### config.mk
export PLATFORM = sky130hd
export DESIGN_NAME = json_pair_counter
export DESIGN_NICKNAME = d
export VERILOG_FILES = /design/src/rtl/json_pkg.sv /design/src/rtl/json_char_class.sv /design/src/rtl/json_pair_counter.sv
export SDC_FILE = /design/constraint.sdc
export NUM_CORES = 1
export LEC_CHECK = 0
export CAP_MARGIN = 10
export CORE_UTILIZATION = 45
export CTS_CLUSTER_SIZE = 12
export DETAILED_ROUTE_END_ITERATION = 7
export GPL_TIMING_DRIVEN = 0
export PLACE_DENSITY = 0.66
export SYNTH_ARGS = -nofsm -noshare
export SYNTH_HDL_FRONTEND = slang
export SYNTH_HIERARCHICAL = 1
export SYNTH_SLANG_ARGS = --single-unit
### constraint.sdc
create_clock -name clk -period 4.3 [get_ports clk]
set_input_delay 1.29 -clock clk [delete_from_list [all_inputs] [get_ports clk]]
set_output_delay 1.29 -clock clk [all_outputs]
set_load 0.01 [all_outputs]
### src/rtl/json_pkg.sv
`default_nettype none
// ============================================================================
//  Module      : json_pkg
//  Description : Shared definitions for the streaming JSON pair counter.
//                Parser state encoding, ASCII constants for the structural
//                characters and whitespace set, and the per-character class
//                flag bundle produced by json_char_class.
//  Revision    : 1.0  initial release
// ============================================================================
package json_pkg;

    typedef enum logic [3:0] {
        IDLE        = 4'd0,
        OBJ_OPEN    = 4'd1,
        KEY_FIRST   = 4'd2,
        KEY         = 4'd3,
        KEY_ESC     = 4'd4,
        AFTER_KEY   = 4'd5,
        VAL_WAIT    = 4'd6,
        VAL_STR     = 4'd7,
        VAL_ESC     = 4'd8,
        VAL_BARE    = 4'd9,
        AFTER_VAL   = 4'd10,
        AFTER_COMMA = 4'd11,
        RESYNC      = 4'd12
    } state_t;

    localparam logic [7:0] LBRACE = 8'h7B;
    localparam logic [7:0] RBRACE = 8'h7D;
    localparam logic [7:0] QUOTE  = 8'h22;
    localparam logic [7:0] COLON  = 8'h3A;
    localparam logic [7:0] COMMA  = 8'h2C;
    localparam logic [7:0] BSLASH = 8'h5C;
    localparam logic [7:0] SPACE  = 8'h20;
    localparam logic [7:0] TAB    = 8'h09;
    localparam logic [7:0] LF     = 8'h0A;
    localparam logic [7:0] CR     = 8'h0D;

    // Exactly one flag is set for any input byte.
    typedef struct packed {
        logic ws;
        logic quote;
        logic bslash;
        logic lbrace;
        logic rbrace;
        logic colon;
        logic comma;
        logic bare;
    } char_class_t;

    function automatic logic is_ws(input logic [7:0] c);
        return (c == SPACE) || (c == TAB) || (c == LF) || (c == CR);
    endfunction

endpackage
`default_nettype wire

### src/rtl/json_char_class.sv
`default_nettype none
// ============================================================================
//  Module      : json_char_class
//  Description : Combinational character classifier. Maps one ASCII byte to
//                one-hot class flags used by the parser FSM.
//  Ports       : char - input byte
//                cls  - one-hot class flags (ws, quote, bslash, lbrace,
//                       rbrace, colon, comma, bare)
//  Revision    : 1.0  initial release
// ============================================================================
module json_char_class
    import json_pkg::*;
(
    input  logic [7:0]  char,
    output char_class_t cls
);

    always_comb begin
        cls        = '0;
        cls.ws     = is_ws(char);
        cls.quote  = (char == QUOTE);
        cls.bslash = (char == BSLASH);
        cls.lbrace = (char == LBRACE);
        cls.rbrace = (char == RBRACE);
        cls.colon  = (char == COLON);
        cls.comma  = (char == COMMA);
        // Backslash is its own class but is still a legal bare-token char.
        cls.bare   = ~(cls.ws | cls.quote | cls.bslash | cls.lbrace |
                       cls.rbrace | cls.colon | cls.comma);
    end

endmodule
`default_nettype wire

### src/rtl/json_pair_counter.sv
`default_nettype none
// ============================================================================
//  Module      : json_pair_counter
//  Description : Streaming JSON object analyser. Consumes one character per
//                cycle with in_valid high and reports the number of top-level
//                key/value pairs of each completed object plus the running
//                maximum. Supports nesting up to MAX_DEPTH, string escapes,
//                bare-token values, saturating counts and error pulses.
//  Ports       : clk      - rising-edge clock
//                reset    - asynchronous active-low reset
//                in_valid - char consumed when high
//                char     - ASCII input byte
//                cur_num  - pair count of last closed object (0 after error)
//                max_num  - maximum cur_num since reset
//                obj_done - one-cycle pulse, top-level object closed
//                err      - one-cycle pulse, grammar violation
//  Revision    : 1.0  initial release
// ============================================================================
module json_pair_counter
    import json_pkg::*;
#(
    parameter int CNT_W     = 8,
    parameter int MAX_DEPTH = 4
) (
    input  logic             clk,
    input  logic             reset,
    input  logic             in_valid,
    input  logic [7:0]       char,
    output logic [CNT_W-1:0] cur_num,
    output logic [CNT_W-1:0] max_num,
    output logic             obj_done,
    output logic             err
);

    localparam int             DW        = $clog2(MAX_DEPTH + 1);
    localparam logic [DW-1:0]  DEPTH_ONE = DW'(1);
    localparam logic [DW-1:0]  DEPTH_MAX = DW'(MAX_DEPTH);
    localparam logic [CNT_W-1:0] CNT_SAT = '1;

    char_class_t       cls;
    state_t            state;
    state_t            state_n;
    logic [DW-1:0]     depth;
    logic [DW-1:0]     depth_n;
    logic [CNT_W-1:0]  cnt;
    logic [CNT_W-1:0]  cnt_n;
    logic [CNT_W-1:0]  pair_cnt;
    logic              close_req;
    logic              done_req;
    logic              err_req;

    json_char_class u_char_class (
        .char (char),
        .cls  (cls)
    );

    always_ff @(posedge clk or negedge reset) begin
        if (!reset) begin
            state <= IDLE;
        end else if (in_valid) begin
            state <= state_n;
        end
    end

    always_comb begin
        state_n   = state;
        depth_n   = depth;
        cnt_n     = cnt;
        close_req = 1'b0;
        done_req  = 1'b0;
        err_req   = 1'b0;
        // Count after a pair completes; only top-level pairs count.
        pair_cnt  = ((depth == DEPTH_ONE) && (cnt != CNT_SAT)) ? cnt + 1'b1 : cnt;

        case (state)
            IDLE: begin
                if (cls.lbrace) begin
                    state_n = OBJ_OPEN;
                    depth_n = DEPTH_ONE;
                    cnt_n   = '0;
                end
            end
            OBJ_OPEN: begin
                if (cls.quote)       state_n   = KEY_FIRST;
                else if (cls.rbrace) close_req = 1'b1;
                else if (!cls.ws)    err_req   = 1'b1;
            end
            KEY_FIRST: begin
                if (cls.quote)       err_req = 1'b1;
                else if (cls.bslash) state_n = KEY_ESC;
                else                 state_n = KEY;
            end
            KEY: begin
                if (cls.quote)       state_n = AFTER_KEY;
                else if (cls.bslash) state_n = KEY_ESC;
            end
            KEY_ESC: begin
                state_n = KEY;
            end
            AFTER_KEY: begin
                if (cls.colon)    state_n = VAL_WAIT;
                else if (!cls.ws) err_req = 1'b1;
            end
            VAL_WAIT: begin
                if (cls.ws) begin
                    state_n = VAL_WAIT;
                end else if (cls.quote) begin
                    state_n = VAL_STR;
                end else if (cls.lbrace) begin
                    if (depth == DEPTH_MAX) begin
                        err_req = 1'b1;
                    end else begin
                        depth_n = depth + 1'b1;
                        state_n = OBJ_OPEN;
                    end
                end else if (cls.comma || cls.rbrace || cls.colon) begin
                    err_req = 1'b1;
                end else begin
                    state_n = VAL_BARE;
                end
            end
            VAL_STR: begin
                if (cls.quote)       state_n = AFTER_VAL;
                else if (cls.bslash) state_n = VAL_ESC;
            end
            VAL_ESC: begin
                state_n = VAL_STR;
            end
            VAL_BARE: begin
                if (cls.ws) begin
                    state_n = AFTER_VAL;
                end else if (cls.comma) begin
                    cnt_n   = pair_cnt;
                    state_n = AFTER_COMMA;
                end else if (cls.rbrace) begin
                    cnt_n     = pair_cnt;
                    close_req = 1'b1;
                end else if (!(cls.bare || cls.bslash)) begin
                    err_req = 1'b1;
                end
            end
            AFTER_VAL: begin
                if (cls.comma) begin
                    cnt_n   = pair_cnt;
                    state_n = AFTER_COMMA;
                end else if (cls.rbrace) begin
                    cnt_n     = pair_cnt;
                    close_req = 1'b1;
                end else if (!cls.ws) begin
                    err_req = 1'b1;
                end
            end
            AFTER_COMMA: begin
                if (cls.quote)    state_n = KEY_FIRST;
                else if (!cls.ws) err_req = 1'b1;
            end
            RESYNC: begin
                if (cls.rbrace) state_n = IDLE;
            end
            default: begin
                state_n = IDLE;
            end
        endcase

        // A nested close returns to the parent as a completed value.
        if (close_req) begin
            if (depth == DEPTH_ONE) begin
                done_req = 1'b1;
                state_n  = IDLE;
            end else begin
                depth_n = depth - 1'b1;
                state_n = AFTER_VAL;
            end
        end

        // An offending '}' already terminates the object, so skip resync.
        if (err_req) begin
            state_n = cls.rbrace ? IDLE : RESYNC;
        end
    end

    always_ff @(posedge clk or negedge reset) begin
        if (!reset) begin
            depth    <= '0;
            cnt      <= '0;
            cur_num  <= '0;
            max_num  <= '0;
            obj_done <= 1'b0;
            err      <= 1'b0;
        end else begin
            obj_done <= 1'b0;
            err      <= 1'b0;
            if (in_valid) begin
                depth <= depth_n;
                cnt   <= cnt_n;
                if (done_req) begin
                    cur_num  <= cnt_n;
                    max_num  <= (cnt_n > max_num) ? cnt_n : max_num;
                    obj_done <= 1'b1;
                end
                if (err_req) begin
                    cur_num <= '0;
                    err     <= 1'b1;
                end
            end
        end
    end

endmodule
`default_nettype wire

== After elaboration in Yosys (flattened, before gate mapping) ==
Index checks and enable logic that the tools add are counted.
Widths: inputs -> output; s select.

* Register bits after elaboration: 33
* Input port bits: 11
* Output and inout bits: 18
* Logic and storage cells: 131

* $add $sub $neg: 3
* $lt $le $gt $ge: 1
* Equal/unequal tests: 34
* Mux-type cells: 66
* Bitwise gates (word level): 7
* Reduce and logical (&&, ||, !) cells: 13

{| class="wikitable"
|+ Operator list
! cell !! count
|-
| $mux 4 || 20
|-
| $mux 8 || 7
|-
| $pmux 4 s12 || 1
|-
| $eq 8x6->1 const B || 4
|-
| $mux 1 || 26
|-
| $eq 8x4->1 const B || 3
|-
| $eq 8x7->1 const B || 3
|-
| $mux 3 || 8
|-
| $pmux 8 s3 || 1
|-
| $eq 4x4->1 const B || 5
|-
| $eq 4x3->1 const B || 4
|-
| $ne 4x4->1 const B || 4
|-
| $ne 7x7->1 const B || 2
|-
| $ne 5x5->1 const B || 2
|-
| $reduce_and 10->1 || 1
|-
| $add 8x1->8 const B || 1
|-
| $eq 4x2->1 const B || 2
|-
| $gt 8x8->1 || 1
|-
| $ne 8x8->1 const B || 1
|-
| $pmux 1 s7 || 1
|-
| $logic_or 1x1->1 || 6
|-
| $or 1x1->1 || 6
|-
| $pmux 3 s2 || 1
|-
| $eq 4x1->1 const B || 1
|-
| other kinds (13) || 13
|}

== Longest topological paths before layout ==
Gate-level depths: netlist (run 1).

* Depth in word-level cells: 19
* Gate-level depth with buffers: 18
* Gate-level depth less buffers: 16

== Hierarchy ==
The synthesis (run 1) kept the hierarchy.

{| class="wikitable"
|+ Modules (own cells, without submodules)
! module !! instances !! cells an instance !! area an instance (um2) !! seq. area each (um2)
|-
| json_pair_counter || 1 || 261 || 2417.3 || 825.8
|-
| json_char_class || 1 || 32 || 188.9 || 0.0
|}

== Worst setup path after synthesis (run 1) ==
No wires, ideal clock.

* Path type: input to register
* Start: input port char[5]
* End: register max_num[0]
* Library setup time: 0.125 ns
* Arrival time: 4.663 ns
* Path slack: -0.489 ns
* Stages: 17
* Buffers on the path: 2
* Cell sequence: buf_2 -> nor4b_1 -> a31oi_1 -> o21ai_2 -> or3b_1 -> and2_1 -> a211oi_2 -> nand2_1 -> a22o_1 -> ha_1 -> nor2b_1 -> o21a_1 -> o21ai_0 -> a21oi_1 -> o311a_1 -> buf_6 -> mux2_4

{| class="wikitable"
|+ RTL lines
! element !! line !! RTL
|-
| from (decl) || json_pair_counter.sv:28 || <nowiki>input logic [7:0] char,</nowiki>
|-
| to (signal assigned) || json_pair_counter.sv:198 || <nowiki>max_num <= (cnt_n > max_num) ? cnt_n : max_num;</nowiki>
|-
| to (decl) || json_pair_counter.sv:30 || <nowiki>output logic [CNT_W-1:0] max_num,</nowiki>
|}

==> flow_metrics.tcl, run 1 <==
set metrics [dict create \
    ys_async_sr_fraction 1.00 \
    final_area_um2 3240 \
    start_util 0.470 \
    grtUsageTotal 0.232 \
    crit_arrival_ns 4.52 \
    leakage_uw 0.00135 \
    cts.clk_slew.worst_paths_ns 0.06 \
    violations "setup timing" \
    cts_tree "done" \
    port-buffer-count 25 \
    grt_setup_unrepaired "true" \
    globalplace.congestion 0.905 \
    slew_viol_final 0 \
    crit_family "compound AO/OA/AOI/OAI gates" \
    synth.avg_cell_area_um2 8.90 \
    period_share 1.01 \
    fin_ws_ns -0.0625 \
    core_um2 5540 \
    via_count 2422 \
    powerDensity_nw_per_um2 400 \
    startpoint_type "primary input" \
    vias_per_cell 5.89 \
    slew_headroom 0.506 \
    holdBufCountCts 0 \
    synth.yosys.seq_area_share 0.317 \
    grt_antenna_before_repair 0 \
    cp_slowest_cell "or3b_4" \
    drive_gt1_frac 0.245 \
    mostFrequentLayoutCells "dfrtp_1 (33), nor2_1 (20), inv_1 (19)" \
    ys_types 66 \
    drtIter0Drc 179 \
    die_h_um 78.1 \
    remaining_drc_errors 0 \
    synthCells 293 \
    ys.flop_type "dfrtp_1" \
    fin_skew_ns 0.0112 \
    n_antenna_cell 0 \
    final_hold_viol_count 0 \
    insertion_delay_ns 0.28 \
    clockBufferDepth 2 \
    layout_commonest_cell "dfrtp_1" \
    fp.dieW_um 78.1 \
    max_freq_mhz 229 \
    nNetsFinal 362 \
    crit_path_end_kind "register" \
    routed_wirelength_um 6650 \
    maxCapViolCount 0 \
    syn_nets 317 \
    grt_max_degree 34 \
    setup_violations 8 \
    hp-class "register to register" \
    crit_type "primary input to register" \
    crit_fanout 8 \
    required_ns 4.46 \
    ios 29 \
    grt_pass1_vias 2241 \
    cts.htree.levels 2 \
    firstDrtPassIters 5 \
    period_minus_slack_ns 4.36 \
    ant_nets 0 \
    row_count 27 \
    crit_chain "buf_8 > nor4b_4 > a31oi_2 > o21ai_4 > or3b_4 > buf_4 > a21o_1 > buf_6 > nor2_1 > a21oi_1 > a31oi_2 > ha_1 > o21a_1 > o21ai_1 > a21oi_1 > o311a_1 > buf_6 > mux2_4" \
    syn_area_um2 2610 \
    grt_overflow_total 0 \
    cts_made_buffers 5 \
    crit_buf_inv 4 \
    wire_per_inst_um 16.2 \
    tightest_slew_ns 0.741 \
    cts_sinks 33 \
    grt_pass1_wl_um 11100 \
    outcome "finished with violations" \
    cts-root-buf "clkbuf_8" \
    max-vdd-ir-drop_v 0.000245 \
    synth_edf_count 0 \
    hpwl_um 4570 \
    max_stage_delay_ns 0.41 \
    yosysWarnings 6 \
    place_area_um2 2960 \
    die-area_um2 6100 \
    ys_ff_latch 33 \
    place_ws_ns -1.17 \
    syn2layout_area_growth_pct 24.1 \
]
## flip-flops by register name, summed over array words and instances, names as in the netlist
register  count
cnt           8
cur_num       8
max_num       8
state         4
depth         3
err           1
obj_done      1
## stage by stage
step                utilization  instances  TNS, ns  hold slack, ns  total power, uW
global route              0.584        411    -1.24           0.513             1390
finish                    0.584        411   -0.457           0.499             1300
floorplan                     -        293    -2.49           0.527              865
global placement          0.535        390   -12.74           0.486             1010
detailed placement        0.534        390   -13.26           0.487             1010
CTS                       0.574        407   -0.865           0.504             1280
## cell type report
type                            count  area [um2]
Fill cell                         502        2300
Multi-Input combinational cell    226        1750
Sequential cell                    33         826
Timing Repair Buffer               38         318
Buffer                             15        97.6
Tap cell                           72        90.1
Clock buffer                        6        72.6
Inverter                           19        71.3
Clock inverter                      2        10.0
## kinds of logic after synthesis
logic type	Yosys count	synth area share
AND/OR/NAND/NOR	108	0.233
AO/OA/AOI/OAI	83	0.226
buffers and inverters	34	0.0576
flip-flops	33	0.317
multiplexers	20	0.0975
adder cells (fa/ha/maj)	13	0.0624
XOR/XNOR	2	0.00672
## worst reg2reg max path: stages, from the launching register on
cell and delay [ns]:
dfrtp_1 0.42, inv_1 0.13, ha_1 0.20, nand2b_1 0.18, nor3_2 0.33, nand3_1 0.16
o31ai_4 0.37, ha_4 0.26, a21o_1 0.17, a21oi_1 0.13, nor2b_1 0.06, o311a_1 0.33
buf_6 0.16, mux2_4 0.29
## layer usage
| layer | global-route usage | wire length, um | vias up | share of wire |
|---|---|---|---|---|
| li1 | - | - | 1176 | - |
| met1 | 0.342 | 3190 | 1166 | 0.48 |
| met2 | 0.346 | 3040 | 74 | 0.46 |
| met3 | 0.0442 | 357 | 6 | 0.054 |
| met4 | 0.0574 | 65 | 0 | 0.0098 |
| met5 | 0 | 0 | - | 0 |
## final timing paths
check                                start    endpoint  slack, ns  cells past startpoint
worst max register to register    depth[1]  max_num[4]       0.97                     13
min in group asynchronous            reset  cur_num[1]       1.07                      1
worst min register to register  cur_num[0]  cur_num[0]       0.50                      1
max in group asynchronous            reset    depth[1]       2.75                      1
worst min-delay path            cur_num[0]  cur_num[0]       0.50                      1
worst max-delay path               char[5]  max_num[4]      -0.06                     18
## what timing repair did
| item | 4_1_cts | 5_1_grt |
|---|---|---|
| buffers inserted | 9 | 4 |
| gates resized for setup | 42 | 13 |
| setup endpoints to repair | 20 | 8 |
| pin swaps | 11 | 17 |
## synth_stat cells (all sizes together) (2+ instances only)
cell | n | area, um2
and2 | 3 | 18.8
buf | 9 | 56.3
nand2b | 6 | 37.5
a21oi | 19 | 95.1
nor2 | 24 | 92.6
o21ai | 20 | 108
inv | 19 | 71.3
a211oi | 2 | 20.0
a21o | 3 | 22.5
a22o | 10 | 87.6
nor4 | 6 | 43.8
and3 | 2 | 12.5
or3b | 2 | 17.5
nand4 | 5 | 31.3
nand3 | 9 | 45.0
nor3 | 9 | 50.1
a31oi | 7 | 43.8
a221oi | 2 | 17.5
or4 | 2 | 18.8
nand2 | 18 | 70.1
or2 | 4 | 25.0
o22ai | 4 | 38.8
xor2 | 2 | 17.5
nor2b | 8 | 50.1
o31ai | 2 | 15.0
a2111oi | 3 | 45.1
mux2 | 19 | 244
clkbuf | 6 | 22.5
ha | 13 | 163
dfrtp | 33 | 826
## where the power goes
group          internal, uW  switching (uW)  total (uW)
combinational           285             411         696
sequential              344            31.6         376
clock                   112             111         223
total                   742             553        1300
Power figures use the tool's default switching activity.
==> inputs of run 2 (changes only) <==
- CELL_PAD_IN_SITES_DETAIL_PLACEMENT: not set -> 0
- CELL_PAD_IN_SITES_GLOBAL_PLACEMENT: not set -> 2
- CORE_UTILIZATION: 45 -> 35
- PLACE_DENSITY: 0.66 -> not set
- PLACE_DENSITY_LB_ADDON: not set -> 0.1
==> run 2 against run 1 <==
  * Via count is 0.58% lower
  * Design area is 3.8% higher
  * The run still ends with setup timing left
  * Worst setup slack better by 0.0083 ns
  * Routed wire length is 8.3% higher
  * Critical path type unchanged
  * Core utilization is 12 points lower
  * Clock skew is 0.0058 ns lower
  * Non-clock buffer count is 6 higher
  * Global-route usage is 3.7 points lower
  * Sequential cell count stayed put
  * Sequential power is 1% lower
==> flow_metrics.tcl, run 2 (synthesis results as in run 1) <==
set metrics [dict create \
    powerDensity_nw_per_um2 399 \
    fp.dieW_um 88.3 \
    num-fill-cells 758 \
    pwr-share-seq 0.278 \
    period_minus_slack_ns 4.35 \
    cts_sinks 33 \
    setup_violations 8 \
    crit_arrival_ns 4.52 \
    rr_startpoint "depth[1]" \
    required_ns 4.47 \
    period_share 1.01 \
    outcome "finished with violations" \
    port-buffer-count 25 \
    wire_per_inst_um 16.2 \
    syn2layout_area_growth_pct 28.9 \
    row_count 31 \
    fin_skew_ns 0.00546 \
    layout_commonest_cell "dfrtp_1" \
    mostFrequentLayoutCells "dfrtp_1 (33), buf_4 (19), nor2_1 (19)" \
    holdBufCountCts 0 \
    globalplace.congestion 0.840 \
    insertion_delay_ns 0.28 \
    die-area_um2 7800 \
    startpoint_type "primary input" \
    die_h_um 88.3 \
    max_freq_mhz 230 \
    cts-root-buf "clkbuf_8" \
    slew_headroom 0.474 \
    grt_pass1_wl_um 11800 \
    ios 29 \
    crit_path_end_kind "register" \
    cell_internal_pwr_uw 760 \
    clockBufferDepth 2 \
    finish.utilization 0.466 \
    final_hold_viol_count 0 \
    max_stage_delay_ns 0.40 \
    n_antenna_cell 0 \
    cts.clk_slew.worst_paths_ns 0.07 \
    nNetsFinal 368 \
    combPwrFrac 0.553 \
    core_um2 7210 \
    fin_ws_ns -0.0542 \
    reg2reg_depth 14 \
    tightest_slew_ns 0.789 \
    hold_path_depth 1 \
    firstDrtPassIters 5 \
    grt_max_degree 34 \
    largestRegisters "cnt (8), cur_num (8), max_num (8)" \
    r2r_end "max_num[1]" \
    place_ws_ns -1.22 \
    cts.htree.levels 2 \
    ant_nets 0 \
    drtIter0Drc 164 \
    seq_area_um2 826 \
    crit_type "primary input to register" \
    p_sw_frac 0.432 \
    violations "setup timing" \
    grt_antenna_before_repair 0 \
    routed_wirelength_um 7200 \
    hold_ws_ns 0.499 \
    hpwl_um 5030 \
    multi_input_area_um2 1780 \
    holdPathEnd "cur_num[4]" \
    maxCapViolCount 0 \
    grt_overflow_total 0 \
    grt_setup_unrepaired "true" \
    final_area_um2 3360 \
    rrSetupSlack_ns 0.92 \
    max-vdd-ir-drop_v 0.000159 \
    cpMostUsedCell "nand2_2" \
    cts_tree "done" \
    worstHoldStart "cur_num[4]" \
    leakage_uw 0.00138 \
    grt_pass1_vias 2272 \
    remaining_drc_errors 0 \
    grtUsageTotal 0.195 \
    switching_power_uw 579 \
    drive_gt1_frac 0.270 \
    hp-class "register to register" \
    cp_slowest_cell "or3b_4" \
    via_count 2408 \
    vias_per_cell 5.42 \
    crit_chain "buf_2 > and4bb_1 > nand2_2 > o21ai_4 > or3b_4 > and2_4 > a211oi_4 > nand2_2 > a22o_4 > ha_4 > nor2b_4 > o21a_1 > o21ai_1 > a21oi_1 > o311a_1 > buf_6 > mux2_4" \
    crit_fanout 8 \
    place_area_um2 2990 \
    start_util 0.361 \
    cts_made_buffers 5 \
    pwr-share-clk 0.169 \
    cp-startpoint "char[2]" \
    slew_viol_final 0 \
]
-- run 2: metrics by stage --
| step | TNS [ns] | total power [uW] | instances |
|---|---|---|---|
| 3_3_place_gp | -13.70 | 1040 | 417 |
| 5_1_grt | -0.984 | 1440 | 444 |
| 6_report | -0.414 | 1340 | 444 |
| 4_1_cts | -0.926 | 1340 | 441 |
| 3_5_place_dp | -13.25 | 1030 | 417 |
| 2_1_floorplan | -2.49 | 865 | 293 |
-- run 2: repair_timing --
| action | in CTS | in global routing |
|---|---|---|
| setup endpoints to repair | 9 | 8 |
| gates cloned | 0 | 0 |
| pin swaps | 16 | 18 |
| resized for setup | 49 | 13 |
| setup buffers | 17 | 4 |
-- run 2: worst max path at each step --
stage	endpoint	depth (start not counted)
final	max_num[1]	17
after global routing	max_num[2]	17
after CTS	max_num[2]	17
after detailed placement	max_num[6]	15
after global placement	max_num[1]	16
after floorplan	max_num[0]	17
-- run 2: power by group through the flow --
stage	Sequential [uW]	Clock [uW]	Combinational (uW)
after global placement	377	0	667
after floorplan	372	0	492
after detailed placement	378	0	653
after global routing	379	248	817
final	372	226	741
after CTS	373	237	727
-- run 2: worst max-delay path, delay by kind of cell --
kind / cells / cell delay, ns
AOI/OAI and AO/OA: 7 / 1.33
and+or+nand+nor: 6 / 1.10
muxes: 1 / 0.30
buffers and inverters: 2 / 0.29
adders and majority gates: 1 / 0.22
-- run 2: area by class of cell --
class / instances / share of cell area
inverter: 19 / 0.0212
clock inverter: 2 / 0.00298
timing repair buffer: 44 / 0.111
clock buffer: 6 / 0.0216
tap: 99 / 0.0369
buffer: 15 / 0.0305
sequential: 33 / 0.246
multi-input combinational: 226 / 0.530
-- run 2: layer usage --
metal	GRT usage	routed length, um
met4	0.0279	24
met3	0.0317	283
met5	0	0
met1	0.288	3630
met2	0.306	3260
